**src/rtl/jpc_pc_pkg.sv**
```systemverilog
// Shared types and helpers for the jpc fetch PC generator.
`ifndef JPC_ADDRESS_WIDTH
`define JPC_ADDRESS_WIDTH 32
`endif

package jpc_pc_pkg;

    localparam int unsigned INSTR_BYTES_DEF = 4;
    localparam int unsigned ALIGN_BITS      = $clog2(INSTR_BYTES_DEF);

    typedef enum logic [2:0] {
        SRC_HOLD = 3'd0,
        SRC_SEQ  = 3'd1,
        SRC_BR   = 3'd2,
        SRC_RET  = 3'd3,
        SRC_TRAP = 3'd4
    } pc_src_t;

    // Clear the low log2(instr_bytes) bits of an address (up to 64 bits wide).
    function automatic logic [63:0] align_addr(input logic [63:0] addr,
                                               input int unsigned instr_bytes);
        logic [63:0] mask;
        mask = 64'(instr_bytes) - 64'd1;
        return addr & ~mask;
    endfunction

endpackage

```
**src/rtl/jpc_ras.sv**
```systemverilog
// Circular return-address stack: overwrites oldest entry when full.
module jpc_ras
    import jpc_pc_pkg::*;
#(
    parameter int unsigned DEPTH = 4,
    parameter int unsigned W     = 32
) (
    input  logic         clk,
    input  logic         rst,
    input  logic         push,
    input  logic         pop,
    input  logic [W-1:0] data,
    output logic [W-1:0] top,
    output logic         empty,
    output logic         full
);

    localparam int unsigned PTR_W = $clog2(DEPTH);
    localparam int unsigned CNT_W = PTR_W + 1;

    logic [W-1:0]     mem_q [DEPTH];
    logic [W-1:0]     mem_d [DEPTH];
    logic [PTR_W-1:0] wp_q, wp_d;
    logic [CNT_W-1:0] cnt_q, cnt_d;
    logic [W-1:0]     top_q, top_d;
    logic             empty_q, empty_d;
    logic             full_q, full_d;
    logic             pop_ok;

    // Next-state: push+pop with entries replaces the top in place.
    always_comb begin
        mem_d  = mem_q;
        wp_d   = wp_q;
        cnt_d  = cnt_q;
        pop_ok = pop && (cnt_q != '0);
        if (push && pop_ok) begin
            mem_d[wp_q - PTR_W'(1)] = data;
        end else if (push) begin
            mem_d[wp_q] = data;
            wp_d        = wp_q + PTR_W'(1);
            if (cnt_q != CNT_W'(DEPTH)) begin
                cnt_d = cnt_q + CNT_W'(1);
            end
        end else if (pop_ok) begin
            wp_d  = wp_q - PTR_W'(1);
            cnt_d = cnt_q - CNT_W'(1);
        end
        top_d   = mem_d[wp_d - PTR_W'(1)];
        empty_d = (cnt_d == '0);
        full_d  = (cnt_d == CNT_W'(DEPTH));
    end

    always_ff @(posedge clk or negedge rst) begin
        if (!rst) begin
            for (int i = 0; i < int'(DEPTH); i++) begin
                mem_q[i] <= '0;
            end
            wp_q    <= '0;
            cnt_q   <= '0;
            top_q   <= '0;
            empty_q <= 1'b1;
            full_q  <= 1'b0;
        end else begin
            mem_q   <= mem_d;
            wp_q    <= wp_d;
            cnt_q   <= cnt_d;
            top_q   <= top_d;
            empty_q <= empty_d;
            full_q  <= full_d;
        end
    end

    assign top   = top_q;
    assign empty = empty_q;
    assign full  = full_q;

endmodule

```
**src/rtl/jpc_pc_gen.sv**
```systemverilog
// Fetch PC generator: prioritised trap/return/branch redirects, handshake, RAS.
`ifndef JPC_ADDRESS_WIDTH
`define JPC_ADDRESS_WIDTH 32
`endif

module jpc_pc_gen
    import jpc_pc_pkg::*;
#(
    parameter int unsigned ADDR_W       = `JPC_ADDRESS_WIDTH,
    parameter logic [ADDR_W-1:0] RESET_VECTOR = '0,
    parameter int unsigned INSTR_BYTES  = 4,
    parameter int unsigned RAS_DEPTH    = 4
) (
    input  logic              clk,
    input  logic              rst,
    input  logic              en_I,
    input  logic              ready_I,
    output logic              valid_O,
    output logic [ADDR_W-1:0] pc_O,
    input  logic              br_taken_I,
    input  logic [ADDR_W-1:0] br_target_I,
    input  logic              trap_I,
    input  logic [ADDR_W-1:0] trap_vec_I,
    input  logic              call_I,
    input  logic [ADDR_W-1:0] ret_addr_I,
    input  logic              ret_I,
    output logic              misalign_O,
    output logic              ras_underflow_O,
    output logic              ras_empty_O
);

    pc_src_t           src_c;
    logic [ADDR_W-1:0] pc_q, pc_d;
    logic              valid_q;
    logic              misalign_q, misalign_d;
    logic              underflow_q, underflow_d;
    logic [ADDR_W-1:0] br_aligned, trap_aligned;
    logic [ADDR_W-1:0] ras_top;
    logic              ras_empty;
    logic              ras_full_unused;
    logic              ras_push, ras_pop;

    assign br_aligned   = ADDR_W'(align_addr(64'(br_target_I), INSTR_BYTES));
    assign trap_aligned = ADDR_W'(align_addr(64'(trap_vec_I), INSTR_BYTES));

    // A trap suppresses any stack activity in the same cycle.
    assign ras_push = en_I && call_I && !trap_I;
    assign ras_pop  = en_I && ret_I && !trap_I && !ras_empty;

    always_comb begin
        src_c       = SRC_HOLD;
        pc_d        = pc_q;
        misalign_d  = 1'b0;
        underflow_d = en_I && ret_I && !trap_I && ras_empty;
        if (trap_I) begin
            src_c = SRC_TRAP;
        end else if (ras_pop) begin
            src_c = SRC_RET;
        end else if (en_I && br_taken_I) begin
            src_c = SRC_BR;
        end else if (en_I && valid_q && ready_I) begin
            src_c = SRC_SEQ;
        end
        case (src_c)
            SRC_TRAP: pc_d = trap_aligned;
            SRC_RET:  pc_d = ras_top;
            SRC_BR: begin
                pc_d       = br_aligned;
                misalign_d = (br_aligned != br_target_I);
            end
            SRC_SEQ:  pc_d = pc_q + ADDR_W'(INSTR_BYTES);
            default:  pc_d = pc_q;
        endcase
    end

    always_ff @(posedge clk or negedge rst) begin
        if (!rst) begin
            pc_q        <= RESET_VECTOR;
            valid_q     <= 1'b0;
            misalign_q  <= 1'b0;
            underflow_q <= 1'b0;
        end else begin
            pc_q        <= pc_d;
            valid_q     <= 1'b1;
            misalign_q  <= misalign_d;
            underflow_q <= underflow_d;
        end
    end

    jpc_ras #(
        .DEPTH (RAS_DEPTH),
        .W     (ADDR_W)
    ) u_ras (
        .clk   (clk),
        .rst   (rst),
        .push  (ras_push),
        .pop   (ras_pop),
        .data  (ret_addr_I),
        .top   (ras_top),
        .empty (ras_empty),
        .full  (ras_full_unused)
    );

    assign pc_O            = pc_q;
    assign valid_O         = valid_q;
    assign misalign_O      = misalign_q;
    assign ras_underflow_O = underflow_q;
    assign ras_empty_O     = ras_empty;

endmodule

```
**config.mk**
```make
export PLATFORM = sky130hd
export DESIGN_NAME = jpc_pc_gen
export DESIGN_NICKNAME = d
export VERILOG_FILES = /design/src/rtl/jpc_pc_pkg.sv /design/src/rtl/jpc_ras.sv /design/src/rtl/jpc_pc_gen.sv
export SDC_FILE = /design/constraint.sdc
export NUM_CORES = 1
export LEC_CHECK = 0
export ABC_CLOCK_PERIOD_IN_PS = 3900
export BUFFER_PORTS_ARGS = -buffer_cell sky130_fd_sc_hd__buf_2
export CAP_MARGIN = 0
export CORE_MARGIN = 4
export CORE_UTILIZATION = 60
export DETAILED_ROUTE_END_ITERATION = 6
export GPL_ROUTABILITY_DRIVEN = 0
export PLACE_DENSITY = 0.92
export REMOVE_ABC_BUFFERS = 1
export SETUP_SLACK_MARGIN = 0.1
export SLEW_MARGIN = 20
export SYNTH_ARGS = -nofsm -noshare
export SYNTH_HDL_FRONTEND = slang
export SYNTH_SLANG_ARGS = --single-unit
```
**constraint.sdc**
```tcl
create_clock -name clk -period 3.9 [get_ports clk]
set_input_delay 0.975 -clock clk [delete_from_list [all_inputs] [get_ports clk]]
set_output_delay 0.975 -clock clk [all_outputs]
set_load 0.02 [all_outputs]
```
==> results.sh <==
export IMPL_worst_ep_required_time_ns=4.27
export IMPL_die_area_um2=18200
export IMPL_crit_path_max_incr_delay_ns=0.71
export IMPL_grt_pass1_wl_um=42400
export IMPL_max_freq_ghz=0.336
export IMPL_nets=989
export IMPL_postLayoutSetupSlackWorst_ns=0.920
export IMPL_worstHoldPathType="reg2reg"
export IMPL_cts_buffers=21
export IMPL_netlist_area_um2=9640
export IMPL_htreeDepth=1
export IMPL_synth_top_flop_cell="dfrtp_1"
export IMPL_drive_gt1_share_pct=40.6
export IMPL_core_um2=15800
export IMPL_setup_viol=0
export IMPL_start_kind="flop"
export IMPL_grt_pass1_vias=7736
export IMPL_pwr_share_comb_pct=35.4
export IMPL_track_usage_pct=30.3
export IMPL_fin_skew_ns=0.00802
export IMPL_yosys_top_cells_area="dfrtp_1 (52%), mux2_2 (12%), mux4_2 (7.5%)"
export IMPL_synth_edf_count=0
export IMPL_drt_iter0_drc=780
export IMPL_maxCapViolCount=0
export IMPL_layout_min_cycle_time_ns=2.98
export IMPL_critPathCaptureType="flop"
export IMPL_ys_warn_count=0
export IMPL_cp_num_cells=7
export IMPL_p_int_w=0.00574
export IMPL_die_w_um=135
export IMPL_core_rowCount=46
export IMPL_gr_total_overflow=0
export IMPL_whs_path_depth=1
export IMPL_post_cts_resized=0
export IMPL_cts_clk_slew_worst_paths_ns=0.06
export IMPL_critical_path_top_delay_family="multiplexers"
export IMPL_dp_hpwl_um=18000
export IMPL_ant_nets=0
export IMPL_fillers=963
export IMPL_clock_sinks=201
export IMPL_areaGrowthSynthToFinish_pct=17.4
export IMPL_outcome="completed"
export IMPL_drtPass1Iterations=6
export IMPL_hold_viol_final=0
export IMPL_vias=7368
export IMPL_synth_top_cells_by_count="dfrtp_1 (200), mux2_2 (99), o21ai_0 (35)"
export IMPL_numPortBuffers=137
export IMPL_cts_hold_buf=0
export IMPL_crit_arrival_ns=3.35
export IMPL_swShare_pct=30.6
export IMPL_grt_start_max_net_pins=88
export IMPL_pwr_density_cell_nw_per_um2=731
export IMPL_synth_avg_cell_area_um2=13.1
export IMPL_root_buffer="clkbuf_16"
export IMPL_synth_most_common_cell="dfrtp_1"
export IMPL_postSynthCellCount=737
export IMPL_vias_per_cell=6.66
export IMPL_worst_pin_slew_ns=0.885
export IMPL_yosysTopAreaCell="dfrtp_1"
export IMPL_cp_slowest_cell="o22a_4"
export IMPL_crit_chain="inv_1 > ha_1 > and2b_1 > nor2_4 > o22a_4 > mux2_2 > mux4_2"
export IMPL_start_util_pct=60.9
export IMPL_clkLatencyLatePin_ns=0.50
export IMPL_fin_util_pct=71.5
export IMPL_crit_fanout=32
export IMPL_tritoncts="yes"
export IMPL_slew_headroom_pct=41.0
export IMPL_post_cts_setup_buffer_count=0
export IMPL_seq_power_share_pct=40.8
export IMPL_slew_violations=0
export IMPL_ir_worst_vdd_mv=0.445
export IMPL_routed_wl_um=27200
export IMPL_p_clk_share_pct=23.8
export IMPL_rsz0062_at_grt="no"
export IMPL_antenna_found_initial=0
export IMPL_netlist_area_leader_share_pct=51.9
export IMPL_power_switching_w=0.00253
export IMPL_ctsLongestPathBuffers=3
export IMPL_ios=140
export IMPL_async_flop_share_pct=100
export IMPL_ys_types=68
export IMPL_wire_per_inst_um=24.6
export IMPL_power_leakage_nw=5.08
export IMPL_num_antenna_cells=0
export IMPL_path_class="reg2reg"
export IMPL_drc_errors=0
export IMPL_post_place_ws_ns=0.484
export IMPL_period_share_pct=76.4
export IMPL_yosysSeqAreaShare_pct=52.2
export IMPL_whs_ns=0.475
export IMPL_path_buf_inv=1
export IMPL_die_h_um=135
export IMPL_reg2reg_depth=7
export IMPL_ys_ff_latch=201
-- through the flow --
stage | power [W] | instance area (um^2) | setup TNS [ns] | std cells
6_report | 0.00827 | 11300 | 0 | 1106
5_1_grt | 0.00863 | 11300 | 0 | 1106
4_1_cts | 0.00823 | 11300 | 0 | 1106
3_5_place_dp | 0.00624 | 10600 | 0 | 1069
3_3_place_gp | 0.00603 | 10600 | 0 | 1069
2_1_floorplan | 0.00539 | 9420 | -8.44 | 695
-- flip-flops by register name, summed over array words and instances (netlist names) --
name,count
u_ras.wp_q,2
valid_O,1
u_ras.empty,1
ras_underflow_O,1
u_ras.cnt_q,3
u_ras.top,32
pc_O,32
u_ras.mem_q,128
misalign_O,1
-- layer usage --
layer	up-vias	routed length [um]	global-route usage, %
li1	3069	-	-
met1	3629	9870	39.3
met2	523	12700	47.6
met3	147	3000	8.16
met4	0	1590	15.4
met5	-	0	0
-- power groups by stage --
stage	Clock, W	Combinational, W	Sequential, W
2_1_floorplan	0	0.00206	0.00333
3_3_place_gp	0	0.00272	0.00331
3_5_place_dp	0	0.00287	0.00337
4_1_cts	0.00197	0.00291	0.00336
5_1_grt	0.00206	0.00313	0.00344
6_report	0.00197	0.00293	0.00338
-- cell families after synthesis --
logic type | synth area share, %
flops | 52.2
other cells | 0.0389
mux | 24.6
fa+ha+maj | 1.17
simple gates | 7.91
xor+xnor | 0.727
buf+inv | 3.01
compound gates | 10.4
-- path summary, 6_finish.rpt --
path,startpoint,to,slack (ns)
setup / recovery,u_ras.cnt_q[1]$_DFF_PN0_,u_ras.top[31]$_DFF_PN0_,0.92
min in group asynchronous,rst,u_ras.top[1]$_DFF_PN0_,0.52
max in group asynchronous,rst,u_ras.top[5]$_DFF_PN0_,2.52
setup reg to reg,u_ras.cnt_q[1]$_DFF_PN0_,u_ras.top[31]$_DFF_PN0_,0.92
hold / removal,u_ras.top[0]$_DFF_PN0_,pc_O[0]$_DFFE_PN0P_,0.47
hold reg to reg,u_ras.top[0]$_DFF_PN0_,pc_O[0]$_DFFE_PN0P_,0.47
-- placed cells by master, fill, tap and decap left out, types with 8 or more instances in the layout --
| cell | instances |
|---|---|
| dfrtp_1 | 200 |
| buf_2 | 136 |
| mux2_2 | 99 |
| o21ai_0 | 35 |
| mux4_2 | 32 |
| mux2_4 | 30 |
| nand2_1 | 30 |
| a21oi_1 | 29 |
| nand3_1 | 24 |
| clkbuf_16 | 21 |
| inv_1 | 19 |
| buf_4 | 18 |
| nor3_1 | 17 |
| nor2_1 | 17 |
| nand4_1 | 11 |
| and3_1 | 9 |
| o211ai_1 | 9 |
| ha_1 | 9 |
| clkbuf_1 | 8 |
-- cell type report --
type / count / area [um^2] / share of cell area (%)
clock buffer: 35 / 638 / 5.64
sequential: 201 / 5030 / 44.5
inverter: 19 / 71.3 / 0.630
multi-input combinational: 475 / 4380 / 38.7
clock inverter: 2 / 35.0 / 0.310
tap: 216 / 270 / 2.39
timing repair buffer: 158 / 890 / 7.86
(Power assumes the default switching activity.)
